### config.mk
export PLATFORM = sky130hd
export DESIGN_NAME = pipe_reg_chain_flat
export DESIGN_NICKNAME = d
export VERILOG_FILES = /design/src/rtl/pipe_pkg.sv /design/src/rtl/pipe_reg_chain_if.sv /design/src/rtl/pipe_stage.sv /design/src/rtl/pipe_reg_chain.sv /design/src/flat_wrapper.sv
export SDC_FILE = /design/constraint.sdc
export NUM_CORES = 1
export LEC_CHECK = 0
export CAP_MARGIN = 40
export CELL_PAD_IN_SITES_DETAIL_PLACEMENT = 1
export CELL_PAD_IN_SITES_GLOBAL_PLACEMENT = 1
export CORE_UTILIZATION = 35
export CTS_BUF_LIST = sky130_fd_sc_hd__clkbuf_4 sky130_fd_sc_hd__clkbuf_8
export DETAILED_ROUTE_END_ITERATION = 7
export GPL_ROUTABILITY_DRIVEN = 0
export PLACE_DENSITY = 0.87
export REMOVE_ABC_BUFFERS = 1
export SLEW_MARGIN = 20
export SYNTH_ARGS = -nofsm -noshare
export SYNTH_HDL_FRONTEND = slang
export SYNTH_HIERARCHICAL = 1
export SYNTH_SLANG_ARGS = --single-unit
### constraint.sdc
create_clock -name clk -period 2.9 [get_ports clk]
set_input_delay 0.725 -clock clk [delete_from_list [all_inputs] [get_ports clk]]
set_output_delay 0.725 -clock clk [all_outputs]
set_load 0.02 [all_outputs]
### src/rtl/pipe_pkg.sv
// pipe_pkg: shared constants and helpers for the elastic pipeline register chain.
//   DEFAULT_WIDTH : default data word width (32, the processor's word size)
//   occ_width()   : bit width needed to count 0..depth valid stages
package pipe_pkg;

  localparam int DEFAULT_WIDTH = 32;

  function automatic int occ_width(input int depth);
    return $clog2(depth + 1);
  endfunction

endpackage

### src/rtl/pipe_reg_chain_if.sv
// pipe_reg_chain_if: upstream and downstream handshake bundle of one chain.
//   in_valid/in_ready/in_data    : upstream side (word enters stage 0)
//   out_valid/out_ready/out_data : downstream side (word leaves stage DEPTH-1)
//   occupancy                    : number of valid stages in the chain
//
// Handshake: a word moves across a side at the falling clock edge where that
// side's valid and ready are both high. A producer holding valid=1 while
// ready=0 must keep valid high and its data unchanged until the transfer.
// Ready may depend combinationally on the other side's ready; valid never
// depends on ready.
//
// Modports: master = environment around the chain, slave = the chain itself.
interface pipe_reg_chain_if
  import pipe_pkg::*;
#(
  parameter int WIDTH = DEFAULT_WIDTH,
  parameter int DEPTH = 1
);

  localparam int OCC_W = occ_width(DEPTH);

  logic             in_valid;
  logic             in_ready;
  logic [WIDTH-1:0] in_data;
  logic             out_valid;
  logic             out_ready;
  logic [WIDTH-1:0] out_data;
  logic [OCC_W-1:0] occupancy;

  modport master (
    output in_valid, in_data, out_ready,
    input  in_ready, out_valid, out_data, occupancy
  );

  modport slave (
    input  in_valid, in_data, out_ready,
    output in_ready, out_valid, out_data, occupancy
  );

endinterface

### src/rtl/pipe_stage.sv
// pipe_stage: one stage of the elastic chain (valid bit + data register).
//   clk        : clock, registers update on the falling edge
//   reset      : synchronous active-high reset
//   flush      : synchronous squash, same effect as reset
//   load       : stage may take its predecessor's content this edge
//   prev_valid : valid bit offered by the predecessor
//   prev_data  : data word offered by the predecessor
//   valid      : this stage holds a word
//   data       : this stage's data register
module pipe_stage #(
  parameter int               WIDTH     = 32,
  parameter logic [WIDTH-1:0] RESET_VAL = '0
) (
  input  logic             clk,
  input  logic             reset,
  input  logic             flush,
  input  logic             load,
  input  logic             prev_valid,
  input  logic [WIDTH-1:0] prev_data,
  output logic             valid,
  output logic [WIDTH-1:0] data
);

  always_ff @(negedge clk) begin
    if (reset || flush) begin
      valid <= 1'b0;
      data  <= RESET_VAL;
    end else if (load) begin
      valid <= prev_valid;
      // A bubble moves forward but leaves the old word in place, so an
      // emptied output stage keeps showing its last word.
      if (prev_valid) begin
        data <= prev_data;
      end
    end
  end

endmodule

### src/rtl/pipe_reg_chain.sv
// pipe_reg_chain: DEPTH-stage elastic register chain with valid/ready
// handshake, flush and occupancy count. Registers update on the falling edge.
//   WIDTH, DEPTH, RESET_VAL : word width, stage count (>=1), clear value
//   clk   : clock (falling edge active)
//   reset : synchronous active-high reset, wins over flush
//   flush : synchronous squash of every stage; blocks input that cycle
//   bus   : handshake bundle (slave side), see pipe_reg_chain_if
module pipe_reg_chain
  import pipe_pkg::*;
#(
  parameter int               WIDTH     = DEFAULT_WIDTH,
  parameter int               DEPTH     = 1,
  parameter logic [WIDTH-1:0] RESET_VAL = '0
) (
  input  logic            clk,
  input  logic            reset,
  input  logic            flush,
  pipe_reg_chain_if.slave bus
);

  localparam int OCC_W = occ_width(DEPTH);

  logic [DEPTH-1:0] v;
  logic [DEPTH-1:0] rdy;
  logic [WIDTH-1:0] d [DEPTH];
  logic             tail_full;
  logic             in_xfer;
  logic             out_xfer;
  logic [OCC_W-1:0] occ_q;

  // rdy[i] = ~v[i] | rdy[i+1], unrolled: stage i can load unless every
  // stage from i to the output is full and the output is stalled. Walking
  // from the output end keeps the chain free of self-referencing vectors.
  always_comb begin
    tail_full = 1'b1;
    rdy       = '0;
    for (int i = DEPTH - 1; i >= 0; i--) begin
      tail_full = tail_full & v[i];
      rdy[i]    = ~tail_full | bus.out_ready;
    end
  end

  assign bus.in_ready = rdy[0] & ~flush;
  assign in_xfer      = bus.in_valid & bus.in_ready;
  assign out_xfer     = v[DEPTH-1] & bus.out_ready;

  for (genvar i = 0; i < DEPTH; i++) begin : g_stage
    if (i == 0) begin : g_head
      pipe_stage #(.WIDTH(WIDTH), .RESET_VAL(RESET_VAL)) u_stage (
        .clk        (clk),
        .reset      (reset),
        .flush      (flush),
        .load       (rdy[0]),
        .prev_valid (in_xfer),
        .prev_data  (bus.in_data),
        .valid      (v[0]),
        .data       (d[0])
      );
    end else begin : g_body
      pipe_stage #(.WIDTH(WIDTH), .RESET_VAL(RESET_VAL)) u_stage (
        .clk        (clk),
        .reset      (reset),
        .flush      (flush),
        .load       (rdy[i]),
        .prev_valid (v[i-1]),
        .prev_data  (d[i-1]),
        .valid      (v[i]),
        .data       (d[i])
      );
    end
  end

  // Occupancy tracks transfers rather than summing v[], so it is a plain
  // up/down counter independent of DEPTH.
  always_ff @(negedge clk) begin
    if (reset || flush) begin
      occ_q <= '0;
    end else if (in_xfer && !out_xfer) begin
      occ_q <= occ_q + OCC_W'(1);
    end else if (!in_xfer && out_xfer) begin
      occ_q <= occ_q - OCC_W'(1);
    end
  end

  assign bus.occupancy = occ_q;
  assign bus.out_valid = v[DEPTH-1];
  assign bus.out_data  = d[DEPTH-1];

  // A stalled upstream word must stay presented and unchanged until it is
  // taken, unless a reset or flush squashes it.
  a_in_hold_stable : assert property (
    @(negedge clk)
    (bus.in_valid && !bus.in_ready && !reset && !flush)
      |=> (reset || flush || (bus.in_valid && $stable(bus.in_data)))
  );

  a_occ_range : assert property (
    @(negedge clk) disable iff (reset) (int'(occ_q) <= DEPTH)
  );

endmodule

### src/flat_wrapper.sv
// flat-port wrapper written by rule: the top's interface ports become plain ports
module pipe_reg_chain_flat import pipe_pkg::*;
#(
  parameter int               WIDTH     = DEFAULT_WIDTH,
  parameter int               DEPTH     = 1,
  parameter logic [WIDTH-1:0] RESET_VAL = '0
)
  (clk, reset, flush, bus_in_valid, bus_in_data, bus_out_ready, bus_in_ready, bus_out_valid, bus_out_data, bus_occupancy);
  pipe_reg_chain_if #(.WIDTH(WIDTH), .DEPTH(DEPTH)) bus_i ();
  input  logic clk;
  input  logic reset;
  input  logic flush;
  input wire logic [$bits(bus_i.in_valid)-1:0] bus_in_valid;
  input wire logic [$bits(bus_i.in_data)-1:0] bus_in_data;
  input wire logic [$bits(bus_i.out_ready)-1:0] bus_out_ready;
  output wire logic [$bits(bus_i.in_ready)-1:0] bus_in_ready;
  output wire logic [$bits(bus_i.out_valid)-1:0] bus_out_valid;
  output wire logic [$bits(bus_i.out_data)-1:0] bus_out_data;
  output wire logic [$bits(bus_i.occupancy)-1:0] bus_occupancy;
  assign bus_i.in_valid = bus_in_valid;
  assign bus_i.in_data = bus_in_data;
  assign bus_i.out_ready = bus_out_ready;
  assign bus_in_ready = bus_i.in_ready;
  assign bus_out_valid = bus_i.out_valid;
  assign bus_out_data = bus_i.out_data;
  assign bus_occupancy = bus_i.occupancy;
  pipe_reg_chain #(.WIDTH(WIDTH), .DEPTH(DEPTH), .RESET_VAL(RESET_VAL)) u_core (.clk(clk), .reset(reset), .flush(flush), .bus(bus_i));
endmodule
==> results.py, run 1 <==
metrics = {
    "outcome": {
        "status": "stopped before the end",
        "failed_stage": "clock tree synthesis",
        "error_message": "[ERROR DPL-0033] detailed placement checks failed during check placement.",
    },
    "clock_tree": {
        "cts_htree_levels": 2,
        "clock-root-buffer": "sky130_fd_sc_hd__clkbuf_8",
        "clock_sink_count": 34,
        "postCtsSetupBuffers": 22,
        "max-clock-path-buffers": 2,
        "number_of_buffers_inserted_during_clock_tree_synthesis": 5,
        "holdBufCountCts": 0,
        "cts_repair_resize_count": 293,
    },
    "placement": {
        "placedInstanceArea_mm2": 0.002486,
        "place_hpwl_um": 3118,
        "port_buffers": 71,
    },
    "floorplan": {
        "floorplan.die.width_um": 71.16,
        "die_h_um": 71.16,
        "ios": 72,
        "placementRows": 24,
        "initial_core_util_pct": 37.42,
    },
    "yosys": {
        "postSynthAreaPerCell_um2": 10.40,
        "post_synth_inst_count": 161,
        "yosysSeqAreaShare_pct": 40.66,
        "ys_seq_elements": 34,
        "yosys_warnings": 6,
        "post_synth_instance_area_mm2": 0.001674,
        "synth_cell_types": 20,
    },
}
[metrics by stage]
step | cells | util, % | setup WS [ps] | setup TNS (ps) | hold slack, ps
2_1_floorplan | 143 | - | -2212 | -73100 | 614.9
3_3_place_gp | 283 | 55.56 | -792.4 | -33010 | 562.9
3_5_place_dp | 283 | 55.56 | -840.0 | -34730 | 573.7
[Yosys cell counts]
cell type / number / area, um2
sky130_fd_sc_hd__a21oi_1: 3 / 15.01
sky130_fd_sc_hd__nor2_1: 1 / 3.750
sky130_fd_sc_hd__a21oi_2: 29 / 254.0
sky130_fd_sc_hd__a21bo_2: 6 / 60.06
sky130_fd_sc_hd__or2_1: 1 / 6.260
sky130_fd_sc_hd__and2_2: 1 / 7.510
sky130_fd_sc_hd__nor2b_1: 2 / 12.51
sky130_fd_sc_hd__nand3_1: 32 / 160.2
sky130_fd_sc_hd__a21bo_1: 26 / 260.3
sky130_fd_sc_hd__nor4b_2: 1 / 15.01
sky130_fd_sc_hd__buf_2: 5 / 25.02
sky130_fd_sc_hd__dfxtp_1: 34 / 680.7
sky130_fd_sc_hd__mux2i_1: 1 / 10.01
sky130_fd_sc_hd__nor3_1: 1 / 5.000
sky130_fd_sc_hd__inv_1: 2 / 7.510
sky130_fd_sc_hd__buf_6: 9 / 101.4
sky130_fd_sc_hd__o21ai_1: 1 / 5.000
sky130_fd_sc_hd__nand2b_1: 1 / 6.260
sky130_fd_sc_hd__buf_4: 4 / 30.03
sky130_fd_sc_hd__and3b_1: 1 / 8.760
[logic make-up after synthesis]
kind of cell / after synthesis / share of synthesized area, %
AOI/OAI and AO/OA: 65 / 35.50
buffers and inverters: 20 / 9.791
DFF: 34 / 40.66
muxes: 1 / 0.5979
and+or+nand+nor: 41 / 13.45
==> run 2, diff against run 1 <==
CELL_PAD_IN_SITES_DETAIL_PLACEMENT = default   (was 1)
CELL_PAD_IN_SITES_GLOBAL_PLACEMENT = default   (was 1)
CORE_UTILIZATION = 37   (was 35)
CTS_BUF_LIST = default   (was sky130_fd_sc_hd__clkbuf_4 sky130_fd_sc_hd__clkbuf_8)
PLACE_DENSITY = default   (was 0.87)
PLACE_DENSITY_LB_ADDON = 0.15   (was default)
==> results.py, run 2 <==
metrics = {
    "layout": {
        "area_overhead_of_the_layout_relative_to_synthesis_pct": 97.38,
        "final_layout_size_suffix_gt1_share_pct": 62.11,
        "final_common_cell": "sky130_fd_sc_hd__buf_6",
        "largest_register": "u_core/g_stage.g_head.u_stage/data",
        "largest_register_ff_count": 32,
        "finish.utilization_pct": 75.89,
        "commonest_cells_after_routing_fill_and_taps_aside": "sky130_fd_sc_hd__buf_6, sky130_fd_sc_hd__inv_1, sky130_fd_sc_hd__dfxtp_2, sky130_fd_sc_hd__clkdlybuf4s50_1, sky130_fd_sc_hd__a21oi_2",
        "diodes": 0,
        "final_area_mm2": 0.003304,
        "nets": 321,
    },
    "outcome": {
        "status": "finished, violations left",
        "failed_checks": "setup timing",
    },
    "setup_path": {
        "worst_r2r_path_depth": 7,
        "critical_path.max_fanout": 2,
        "rr_startpoint": "u_core/g_stage[0].g_head.u_stage/valid$_SDFFE_NP0P_",
        "worst_r2r_end": "u_core/g_stage[0].g_head.u_stage/data[16]$_SDFFE_NP0P_",
        "worst-setup-path-type": "register to primary output",
        "crit_end": "bus_in_ready",
        "critical_path_required_ps": 2170,
        "crit_path_end_kind": "primary output",
        "data_arrival_at_the_endpoint_of_the_critical_path_ps": 2460,
        "reg2reg_setup_slack_ps": 1470,
        "setup.worst_path.start_class": "register",
        "worst_setup_path_startpoint": "u_core/g_stage[0].g_head.u_stage/valid$_SDFFE_NP0P_",
    },
    "route": {
        "drt_pre_antenna_iters": 4,
        "post_detailed_route_via_to_cell_ratio": 5.036,
        "remaining_drc_errors": 0,
        "wl_per_cell_um": 16.65,
        "postRouteWirelength_um": 5611,
        "route.antenna.remaining_nets": 0,
        "routed-via-count": 1697,
        "drtIter0Drc": 72,
    },
    "yosys": {
        "post_synth_inst_count": 161,
        "synth_most_common_cell": "sky130_fd_sc_hd__dfxtp_1",
        "synthFlopType": "sky130_fd_sc_hd__dfxtp_1",
        "yosys_warnings": 6,
        "synth_top_area_share_pct": 40.66,
        "post_synth_instance_area_mm2": 0.001674,
        "synthArstFlopShare_pct": 0,
        "postSynthAreaPerCell_um2": 10.40,
        "synth.top_cells.by_area": "sky130_fd_sc_hd__dfxtp_1, sky130_fd_sc_hd__a21bo_1, sky130_fd_sc_hd__a21oi_2",
        "yosysSeqAreaShare_pct": 40.66,
        "ys_seq_elements": 34,
        "synth_cell_types": 20,
        "synth.cells.most_frequent": "sky130_fd_sc_hd__dfxtp_1, sky130_fd_sc_hd__nand3_1, sky130_fd_sc_hd__a21oi_2",
        "synth_largest_area_cell": "sky130_fd_sc_hd__dfxtp_1",
        "synth-edff-count": 0,
    },
    "timing": {
        "max-slew-margin-rel_pct": 84.73,
        "final_setup_violation_count": 68,
        "report.final.hold_viol_count": 0,
        "finClkSkew_ps": 17.08,
        "grt_setup_unrepaired": "yes",
        "final.setup.worst_slack_ps": -287.4,
        "tightestPinTransition_ps": 229.0,
        "finalMaxSlewViolations": 0,
    },
    "grt": {
        "grt_start_max_net_pins": 34,
        "via_count_of_the_first_global_routing_pass": 1850,
        "grt_usage_pct": 22.60,
        "grt_pass1_wl_um": 8542,
        "global_route.overflow_total": 0,
        "antenna_found_initial": 0,
    },
    "power_and_ir_drop": {
        "total_leakage_power_nw": 1.392,
        "worst_ir_drop_vdd_v": 0.0002406,
        "power_per_cell_area_mw_per_mm2": 414.2,
    },
    "clock_tree": {
        "clkTransAtPathRegs_ps": 40,
        "tritoncts_clock_tree": "done",
        "clock-root-buffer": "sky130_fd_sc_hd__clkbuf_8",
        "cts_htree_levels": 2,
        "max-clock-path-buffers": 2,
        "number_of_buffers_inserted_during_clock_tree_synthesis": 5,
        "clock_sink_count": 34,
        "clock_latency_ps": 360,
    },
    "floorplan": {
        "placementRows": 24,
        "die-area_mm2": 0.004798,
        "design.core.area_mm2": 0.004354,
        "floorplan.die.width_um": 69.27,
        "ios": 72,
        "die_h_um": 69.27,
        "initial_core_util_pct": 38.45,
    },
    "placement": {
        "port_buffers": 71,
        "place_hpwl_um": 2710,
        "placedInstanceArea_mm2": 0.002429,
    },
    "job": {
        "cap_violations": 0,
    },
    "hold_path": {
        "hp-class": "register to register",
    },
}
-- run 2: cell counts after synthesis --
No cell type changed its count.
-- run 2: timing repair --
item                       4_1_cts  5_1_grt
setup endpoints to repair       69       67
hold buffers                     0        0
setup buffers                    8        7
pin swaps                       48       22
resized for setup              294       16
gates cloned                     5        3
-- run 2: worst min-delay path by stage --
stage | start | endpoint | slack, ps | cells past startpoint
4_1_cts | u_core/g_stage[0].g_head.u_stage/data[3]$_SDFFE_NP0P_ | u_core/g_stage[0].g_head.u_stage/data[3]$_SDFFE_NP0P_ | 580 | 2
3_5_place_dp | u_core/g_stage[0].g_head.u_stage/data[6]$_SDFFE_NP0P_ | u_core/g_stage[0].g_head.u_stage/data[6]$_SDFFE_NP0P_ | 560 | 2
2_1_floorplan | u_core/g_stage[0].g_head.u_stage/valid$_SDFFE_NP0P_ | u_core/g_stage[0].g_head.u_stage/valid$_SDFFE_NP0P_ | 610 | 2
5_1_grt | u_core/g_stage[0].g_head.u_stage/data[1]$_SDFFE_NP0P_ | u_core/g_stage[0].g_head.u_stage/data[1]$_SDFFE_NP0P_ | 590 | 2
3_3_place_gp | u_core/g_stage[0].g_head.u_stage/data[6]$_SDFFE_NP0P_ | u_core/g_stage[0].g_head.u_stage/data[6]$_SDFFE_NP0P_ | 560 | 2
6_report | u_core/g_stage[0].g_head.u_stage/data[0]$_SDFFE_NP0P_ | u_core/g_stage[0].g_head.u_stage/data[0]$_SDFFE_NP0P_ | 580 | 2
-- run 2: final cells by class --
cell class	count	area (um2)
clock buffer	5	68.82
sequential	34	723.2
timing repair buffer	102	1220
clock inverter	37	166.4
fill	298	1050
multi-input combinational	107	1061
tap	52	65.06
-- run 2: kinds of logic after synthesis --
group	share of synthesized area, %
multiplexers	0.5979
flip-flops	40.66
AO/OA/AOI/OAI	35.50
buffers and inverters	9.791
AND/OR/NAND/NOR	13.45
-- run 2: critical path, stage by stage (launching register included) --
cell,delay [ps]
sky130_fd_sc_hd__dfxtp_2,330
sky130_fd_sc_hd__nand2b_4,70
sky130_fd_sc_hd__nor2b_4,150
sky130_fd_sc_hd__buf_6,120
-- run 2: metal layers --
metal	part of all wire (%)	up-vias	global-route usage, %
li1	-	815	-
met5	0	-	0
met2	51	55	38.73
met1	43	821	24.50
met4	0.93	0	8.163
met3	4.7	6	10.03
-- run 2: metrics by stage --
| step | std cells | hold slack [ps] | TNS, ps | setup slack [ps] | power, mW |
|---|---|---|---|---|---|
| floorplan | 143 | 614.9 | -73100 | -2212 | 0.6381 |
| global placement | 277 | 558.1 | -32440 | -781.8 | 0.7354 |
| detailed placement | 277 | 558.8 | -35070 | -903.3 | 0.7402 |
| CTS | 330 | 575.3 | -5252 | -289.4 | 1.361 |
| global route | 337 | 589.4 | -7066 | -326.6 | 1.456 |
| finish | 337 | 577.7 | -5333 | -287.4 | 1.369 |
-- run 2: power by group --
part	leakage, nW	switching, mW	internal, mW
Combinational	0.864	0.105	0.140
Sequential	0.292	0.00781	0.483
Clock	0.237	0.319	0.313
No activity file was read; power rests on OpenSTA's default activity.
==> run 3, diff against run 2 <==
clock period = 4 ns   (was 2.9 ns; I/O delays follow)
==> results.py, run 3 (synthesized netlist as in run 2, its figures left out) <==
metrics = {
    "placement": {
        "worst_case_setup_slack_after_placement_ps": -569.0,
        "place_hpwl_um": 2660,
        "port_buffers": 71,
    },
    "hold_path": {
        "worst_hold_path.endpoint": "u_core/g_stage[0].g_head.u_stage/data[5]$_SDFFE_NP0P_",
        "hp-class": "register to register",
        "timing.hold.worst.start": "u_core/g_stage[0].g_head.u_stage/data[5]$_SDFFE_NP0P_",
        "worst_hold_path.num_cells": 2,
    },
    "timing": {
        "final_setup_violation_count": 4,
        "grt_setup_unrepaired": "yes",
        "tightestPinTransition_ps": 381.1,
        "finalMaxSlewViolations": 0,
        "max-slew-margin-rel_pct": 74.59,
        "report.final.hold_viol_count": 0,
        "finClkSkew_ps": 14.67,
        "final.setup.worst_slack_ps": -19.41,
    },
    "route": {
        "route.antenna.remaining_nets": 0,
        "postRouteWirelength_um": 4873,
        "routed-via-count": 1627,
        "met2_wirelength_um": 2406,
        "drt_pre_antenna_iters": 4,
        "routed.top_layer": "met4",
        "detailroute.wirelength.met3_um": 255,
        "wl_per_cell_um": 14.99,
        "remaining_drc_errors": 0,
        "m1WireLength_um": 2145,
        "drtIter0Drc": 68,
        "post_detailed_route_via_to_cell_ratio": 5.006,
    },
    "grt": {
        "global_route.overflow_total": 0,
        "grt_pass1_wl_um": 7866,
        "antenna_found_initial": 0,
        "grt_start_max_net_pins": 34,
        "grt_usage_pct": 20.20,
        "via_count_of_the_first_global_routing_pass": 1764,
    },
    "power_and_ir_drop": {
        "design_power_total_mw": 1.019,
        "total_leakage_power_nw": 1.229,
        "worst_ir_drop_vdd_v": 0.0002473,
        "power_per_cell_area_mw_per_mm2": 362.6,
    },
    "outcome": {
        "failed_checks": "setup timing",
        "status": "finished, violations left",
    },
    "clock_tree": {
        "holdBufCountCts": 0,
        "clock_latency_ps": 350,
        "max-clock-path-buffers": 2,
        "tritoncts_clock_tree": "done",
        "cts_htree_levels": 2,
        "clock-root-buffer": "sky130_fd_sc_hd__clkbuf_8",
        "clkTransAtPathRegs_ps": 40,
        "clock_sink_count": 34,
        "number_of_buffers_inserted_during_clock_tree_synthesis": 5,
    },
    "floorplan": {
        "die-area_mm2": 0.004798,
        "floorplan.die.width_um": 69.27,
        "design.core.area_mm2": 0.004354,
        "ios": 72,
        "initial_core_util_pct": 38.45,
        "die_h_um": 69.27,
        "placementRows": 24,
    },
    "job": {
        "cap_violations": 0,
    },
    "setup_path": {
        "crit_path_cell_trace": "nand2b_4 -> nor2b_4 -> buf_6",
        "reg2reg_setup_slack_ps": 2460,
        "crit_path_max_incr_delay_ps": 330,
        "crit_path_end_kind": "primary output",
        "data_arrival_at_the_endpoint_of_the_critical_path_ps": 3020,
        "rr_startpoint": "u_core/g_stage[0].g_head.u_stage/valid$_SDFFE_NP0P_",
        "critical_path_required_ps": 3000,
        "worst_r2r_path_depth": 9,
        "setup.worst_path.start_class": "register",
        "worst-setup-path-type": "register to primary output",
        "crit_slowest_cell": "sky130_fd_sc_hd__dfxtp_2",
        "critical_path.max_fanout": 2,
        "worst_r2r_end": "u_core/g_stage[0].g_head.u_stage/data[23]$_SDFFE_NP0P_",
    },
    "layout": {
        "final_layout_size_suffix_gt1_share_pct": 40.29,
        "commonest_cells_after_routing_fill_and_taps_aside": "sky130_fd_sc_hd__inv_1, sky130_fd_sc_hd__clkdlybuf4s50_1, sky130_fd_sc_hd__dfxtp_1, sky130_fd_sc_hd__a21oi_2, sky130_fd_sc_hd__a21bo_1",
        "largest_register_ff_count": 32,
        "largest_register": "u_core/g_stage.g_head.u_stage/data",
        "diodes": 0,
        "nets": 309,
        "final_common_cell": "sky130_fd_sc_hd__inv_1",
        "area_overhead_of_the_layout_relative_to_synthesis_pct": 67.94,
        "finish.utilization_pct": 64.57,
        "fill_cells": 358,
    },
}
==> run 3: changes by cell type in the layout (fill, tap and decap cells not counted), moves of 3 or more <==
cell | before | now
sky130_fd_sc_hd__buf_12 | 11 | 6
sky130_fd_sc_hd__buf_4 | 14 | 8
sky130_fd_sc_hd__buf_6 | 36 | 2
sky130_fd_sc_hd__clkbuf_16 | 3 | 0
sky130_fd_sc_hd__clkbuf_2 | 0 | 24
sky130_fd_sc_hd__clkdlybuf4s15_1 | 0 | 5
sky130_fd_sc_hd__clkdlybuf4s15_2 | 0 | 3
sky130_fd_sc_hd__dfxtp_1 | 0 | 33
sky130_fd_sc_hd__dfxtp_2 | 34 | 1
sky130_fd_sc_hd__nand3_1 | 6 | 24
sky130_fd_sc_hd__nand3_2 | 16 | 8
sky130_fd_sc_hd__nand3_4 | 10 | 0
==> run 3: layout make-up <==
class / instances / area, um2 / area share, %
sequential: 34 / 681.9 / 24.25
clock buffer: 5 / 68.82 / 2.448
clock inverter: 37 / 193.9 / 6.898
tap: 52 / 65.06 / 2.314
timing repair buffer: 90 / 908.4 / 32.31
multi-input combinational: 107 / 893.4 / 31.78
==> run 3: worst max-delay path by stage <==
stage / start / endpoint / slack (ps) / cells past startpoint
after floorplan: bus_out_ready / u_core/g_stage[0].g_head.u_stage/data[2]$_SDFFE_NP0P_ / -1940 / 5
after global placement: bus_out_ready / u_core/g_stage[0].g_head.u_stage/data[7]$_SDFFE_NP0P_ / -510 / 7
after detailed placement: bus_out_ready / u_core/g_stage[0].g_head.u_stage/data[4]$_SDFFE_NP0P_ / -570 / 7
after CTS: u_core/g_stage[0].g_head.u_stage/valid$_SDFFE_NP0P_ / bus_in_ready / -20 / 3
after global routing: bus_out_ready / u_core/g_stage[0].g_head.u_stage/data[10]$_SDFFE_NP0P_ / -60 / 10
final: u_core/g_stage[0].g_head.u_stage/valid$_SDFFE_NP0P_ / bus_in_ready / -20 / 3
==> run 3: through the flow <==
step / instances / TNS [ps] / cell area, um2 / hold slack [ps]
6_report: 325 / -31.69 / 2811 / 569.1
5_1_grt: 325 / -365.3 / 2811 / 593.4
4_1_cts: 325 / -27.49 / 2900 / 568.7
3_5_place_dp: 274 / -18200 / 2406 / 566.4
3_3_place_gp: 274 / -16470 / 2406 / 558.1
2_1_floorplan: 143 / -63750 / 1518 / 614.9
==> run 3: layer usage <==
| layer | vias to the layer above | global-route usage, % |
|---|---|---|
| met5 | - | 0 |
| met3 | 6 | 8.866 |
| li1 | 795 | - |
| met4 | 0 | 9.297 |
| met2 | 59 | 32.47 |
| met1 | 767 | 22.97 |
==> run 3: timing repair <==
item / 4_1_cts / 5_1_grt
pin swaps: 5 / 8
gates cloned: 5 / 0
gates resized for setup: 90 / 44
setup endpoints to repair: 68 / 45
setup buffers: 6 / 1
==> run 3: critical path, delay by kind of cell (launching register included) <==
| family | cells | cell delay, ps |
|---|---|---|
| simple gates | 2 | 220 |
| flops | 1 | 330 |
| buf+inv | 1 | 120 |
==> run 3: where the power goes <==
group	switching [mW]	leakage, nW	internal, mW
Clock	0.221	0.250	0.294
Sequential	0.00422	0.276	0.349
Combinational	0.0643	0.703	0.0867
==> run 4, diff against run 3 <==
CELL_PAD_IN_SITES_DETAIL_PLACEMENT = 1   (was default)
CELL_PAD_IN_SITES_GLOBAL_PLACEMENT = 1   (was default)
CORE_UTILIZATION = 33   (was 37)
CTS_CLUSTER_DIAMETER = 100   (was default)
REMOVE_ABC_BUFFERS = default   (was 1)
==> results.py, run 4 (synthesized netlist as in run 2, its figures left out) <==
metrics = {
    "route": {
        "drtIter0Drc": 59,
        "remaining_drc_errors": 0,
        "drt_pre_antenna_iters": 4,
        "route.antenna.remaining_nets": 0,
        "post_detailed_route_via_to_cell_ratio": 4.761,
        "wl_per_cell_um": 14.68,
        "postRouteWirelength_um": 4919,
        "routed-via-count": 1595,
    },
    "timing": {
        "finalMaxSlewViolations": 0,
        "totalNegativeSetupSlack_ps": -116.7,
        "grt_setup_unrepaired": "yes",
        "report.final.hold_viol_count": 0,
        "final.setup.worst_slack_ps": -116.7,
        "max-slew-margin-rel_pct": 84.75,
        "finClkSkew_ps": 17.14,
        "tightestPinTransition_ps": 227.0,
        "final_setup_violation_count": 1,
    },
    "grt": {
        "via_count_of_the_first_global_routing_pass": 1799,
        "grt_usage_pct": 19.29,
        "global_route.overflow_total": 0,
        "grt_pass1_wl_um": 7921,
        "grt_start_max_net_pins": 45,
        "antenna_found_initial": 0,
    },
    "clock_tree": {
        "cts_htree_levels": 2,
        "clock-root-buffer": "sky130_fd_sc_hd__clkbuf_8",
        "clock_sink_count": 34,
        "clkTransAtPathRegs_ps": 50,
        "tritoncts_clock_tree": "done",
        "number_of_buffers_inserted_during_clock_tree_synthesis": 5,
        "max-clock-path-buffers": 2,
        "clock_latency_ps": 350,
    },
    "power_and_ir_drop": {
        "worst_ir_drop_vdd_v": 0.0001441,
        "design_power_total_mw": 0.8632,
        "power_per_cell_area_mw_per_mm2": 332.9,
        "total_leakage_power_nw": 1.119,
    },
    "layout": {
        "largest_register_ff_count": 32,
        "final_layout_size_suffix_gt1_share_pct": 35.07,
        "nets": 304,
        "finish.utilization_pct": 53.82,
        "area_overhead_of_the_layout_relative_to_synthesis_pct": 54.86,
        "largest_register": "u_core/g_stage.g_head.u_stage/data",
        "commonest_cells_after_routing_fill_and_taps_aside": "sky130_fd_sc_hd__clkdlybuf4s50_1, sky130_fd_sc_hd__inv_1, sky130_fd_sc_hd__dfxtp_1, sky130_fd_sc_hd__nand3_1, sky130_fd_sc_hd__a21oi_2",
        "fill_cells": 573,
        "diodes": 0,
        "final_area_mm2": 0.002592,
    },
    "placement": {
        "placedInstanceArea_mm2": 0.002476,
        "worst_case_setup_slack_after_placement_ps": -461.3,
        "port_buffers": 71,
        "place_hpwl_um": 3080,
    },
    "floorplan": {
        "die_h_um": 73.23,
        "die-area_mm2": 0.005362,
        "ios": 72,
        "placementRows": 25,
        "floorplan.die.width_um": 73.23,
        "design.core.area_mm2": 0.004817,
        "initial_core_util_pct": 34.75,
    },
    "setup_path": {
        "worst-setup-path-type": "register to primary output",
        "crit_path_end_kind": "primary output",
        "reg2reg_setup_slack_ps": 2700,
        "worst_r2r_path_depth": 6,
        "crit_end": "bus_in_ready",
        "worst_r2r_end": "u_core/g_stage[0].g_head.u_stage/data[8]$_SDFFE_NP0P_",
        "setup.worst_path.start_class": "register",
        "critical_path_required_ps": 3000,
        "critical_path.max_fanout": 2,
        "worst_setup_path_startpoint": "u_core/g_stage[0].g_head.u_stage/valid$_SDFFE_NP0P_",
        "data_arrival_at_the_endpoint_of_the_critical_path_ps": 3120,
        "rr_startpoint": "u_core/g_stage[0].g_head.u_stage/valid$_SDFFE_NP0P_",
    },
    "outcome": {
        "failed_checks": "setup timing",
        "status": "finished, violations left",
    },
    "job": {
        "cap_violations": 0,
    },
    "yosys": {
        "synth_fp_nets": 198,
    },
    "hold_path": {
        "hp-class": "register to register",
    },
}
-- run 4: changes by cell type in the layout (fill, tap and decap cells not counted), moves of 2 or more --
cell,change
sky130_fd_sc_hd__buf_12,-3
sky130_fd_sc_hd__buf_16,-2
sky130_fd_sc_hd__buf_6,+2
sky130_fd_sc_hd__bufbuf_16,-2
sky130_fd_sc_hd__bufinv_16,-2
sky130_fd_sc_hd__clkbuf_2,-3
sky130_fd_sc_hd__clkinvlp_2,+3
sky130_fd_sc_hd__nand3_1,+8
sky130_fd_sc_hd__nand3_2,-8
-- run 4: stage by stage --
stage          hold WS, ps  instances
6_report             570.9        335
5_1_grt              589.3        335
4_1_cts              574.5        337
3_5_place_dp         563.9        294
3_3_place_gp         558.1        294
2_1_floorplan        641.8        161
-- run 4: what timing repair did --
| action | CTS | global route |
|---|---|---|
| hold buffers | 0 | 0 |
| pin swaps | 1 | 4 |
| resized for setup | 87 | 29 |
| endpoints found under the setup margin | 68 | 38 |
| gates cloned | 1 | 0 |
| buffers inserted | 2 | 0 |
-- run 4: worst max-delay path: stages, from the launching register on --
cell                       delay, ps
sky130_fd_sc_hd__dfxtp_2         350
sky130_fd_sc_hd__nand2b_4         50
sky130_fd_sc_hd__nor2b_4         130
sky130_fd_sc_hd__buf_6           110
sky130_fd_sc_hd__buf_6           120
-- run 4: worst min-delay path by stage --
stage                                                                      start                                                     end  slack [ps]  depth (start not counted)
final                     u_core/g_stage[0].g_head.u_stage/data[31]$_SDFFE_NP0P_  u_core/g_stage[0].g_head.u_stage/data[31]$_SDFFE_NP0P_         570                          2
after global routing      u_core/g_stage[0].g_head.u_stage/data[31]$_SDFFE_NP0P_  u_core/g_stage[0].g_head.u_stage/data[31]$_SDFFE_NP0P_         590                          2
after CTS                 u_core/g_stage[0].g_head.u_stage/data[31]$_SDFFE_NP0P_  u_core/g_stage[0].g_head.u_stage/data[31]$_SDFFE_NP0P_         570                          2
after detailed placement  u_core/g_stage[0].g_head.u_stage/data[31]$_SDFFE_NP0P_  u_core/g_stage[0].g_head.u_stage/data[31]$_SDFFE_NP0P_         560                          2
after global placement     u_core/g_stage[0].g_head.u_stage/data[6]$_SDFFE_NP0P_   u_core/g_stage[0].g_head.u_stage/data[6]$_SDFFE_NP0P_         560                          2
after floorplan            u_core/g_stage[0].g_head.u_stage/data[6]$_SDFFE_NP0P_   u_core/g_stage[0].g_head.u_stage/data[6]$_SDFFE_NP0P_         640                          2
-- run 4: routing by layer --
metal | vias to the layer above | wire length, um | global-route usage, %
li1 | 779 | - | -
met1 | 760 | 2056 | 20.88
met2 | 52 | 2523 | 32.72
met3 | 4 | 311 | 8.149
met4 | 0 | 28 | 8.497
met5 | - | 0 | 0
-- run 4: area by class of cell --
class	instances	area, um2	share of cell area [%]
repair buffers	85	765.7	29.54
well taps	67	83.83	3.234
flip-flops and latches	34	681.9	26.30
clock buffers	5	68.82	2.654
clock inverters	37	142.6	5.502
multi-input cells	107	849.6	32.77
-- run 4: power breakdown --
group	switching (mW)	internal [mW]	total, mW
Sequential	0.00423	0.349	0.353
Combinational	0.0576	0.0681	0.126
Clock	0.221	0.163	0.384
Total	0.283	0.580	0.863
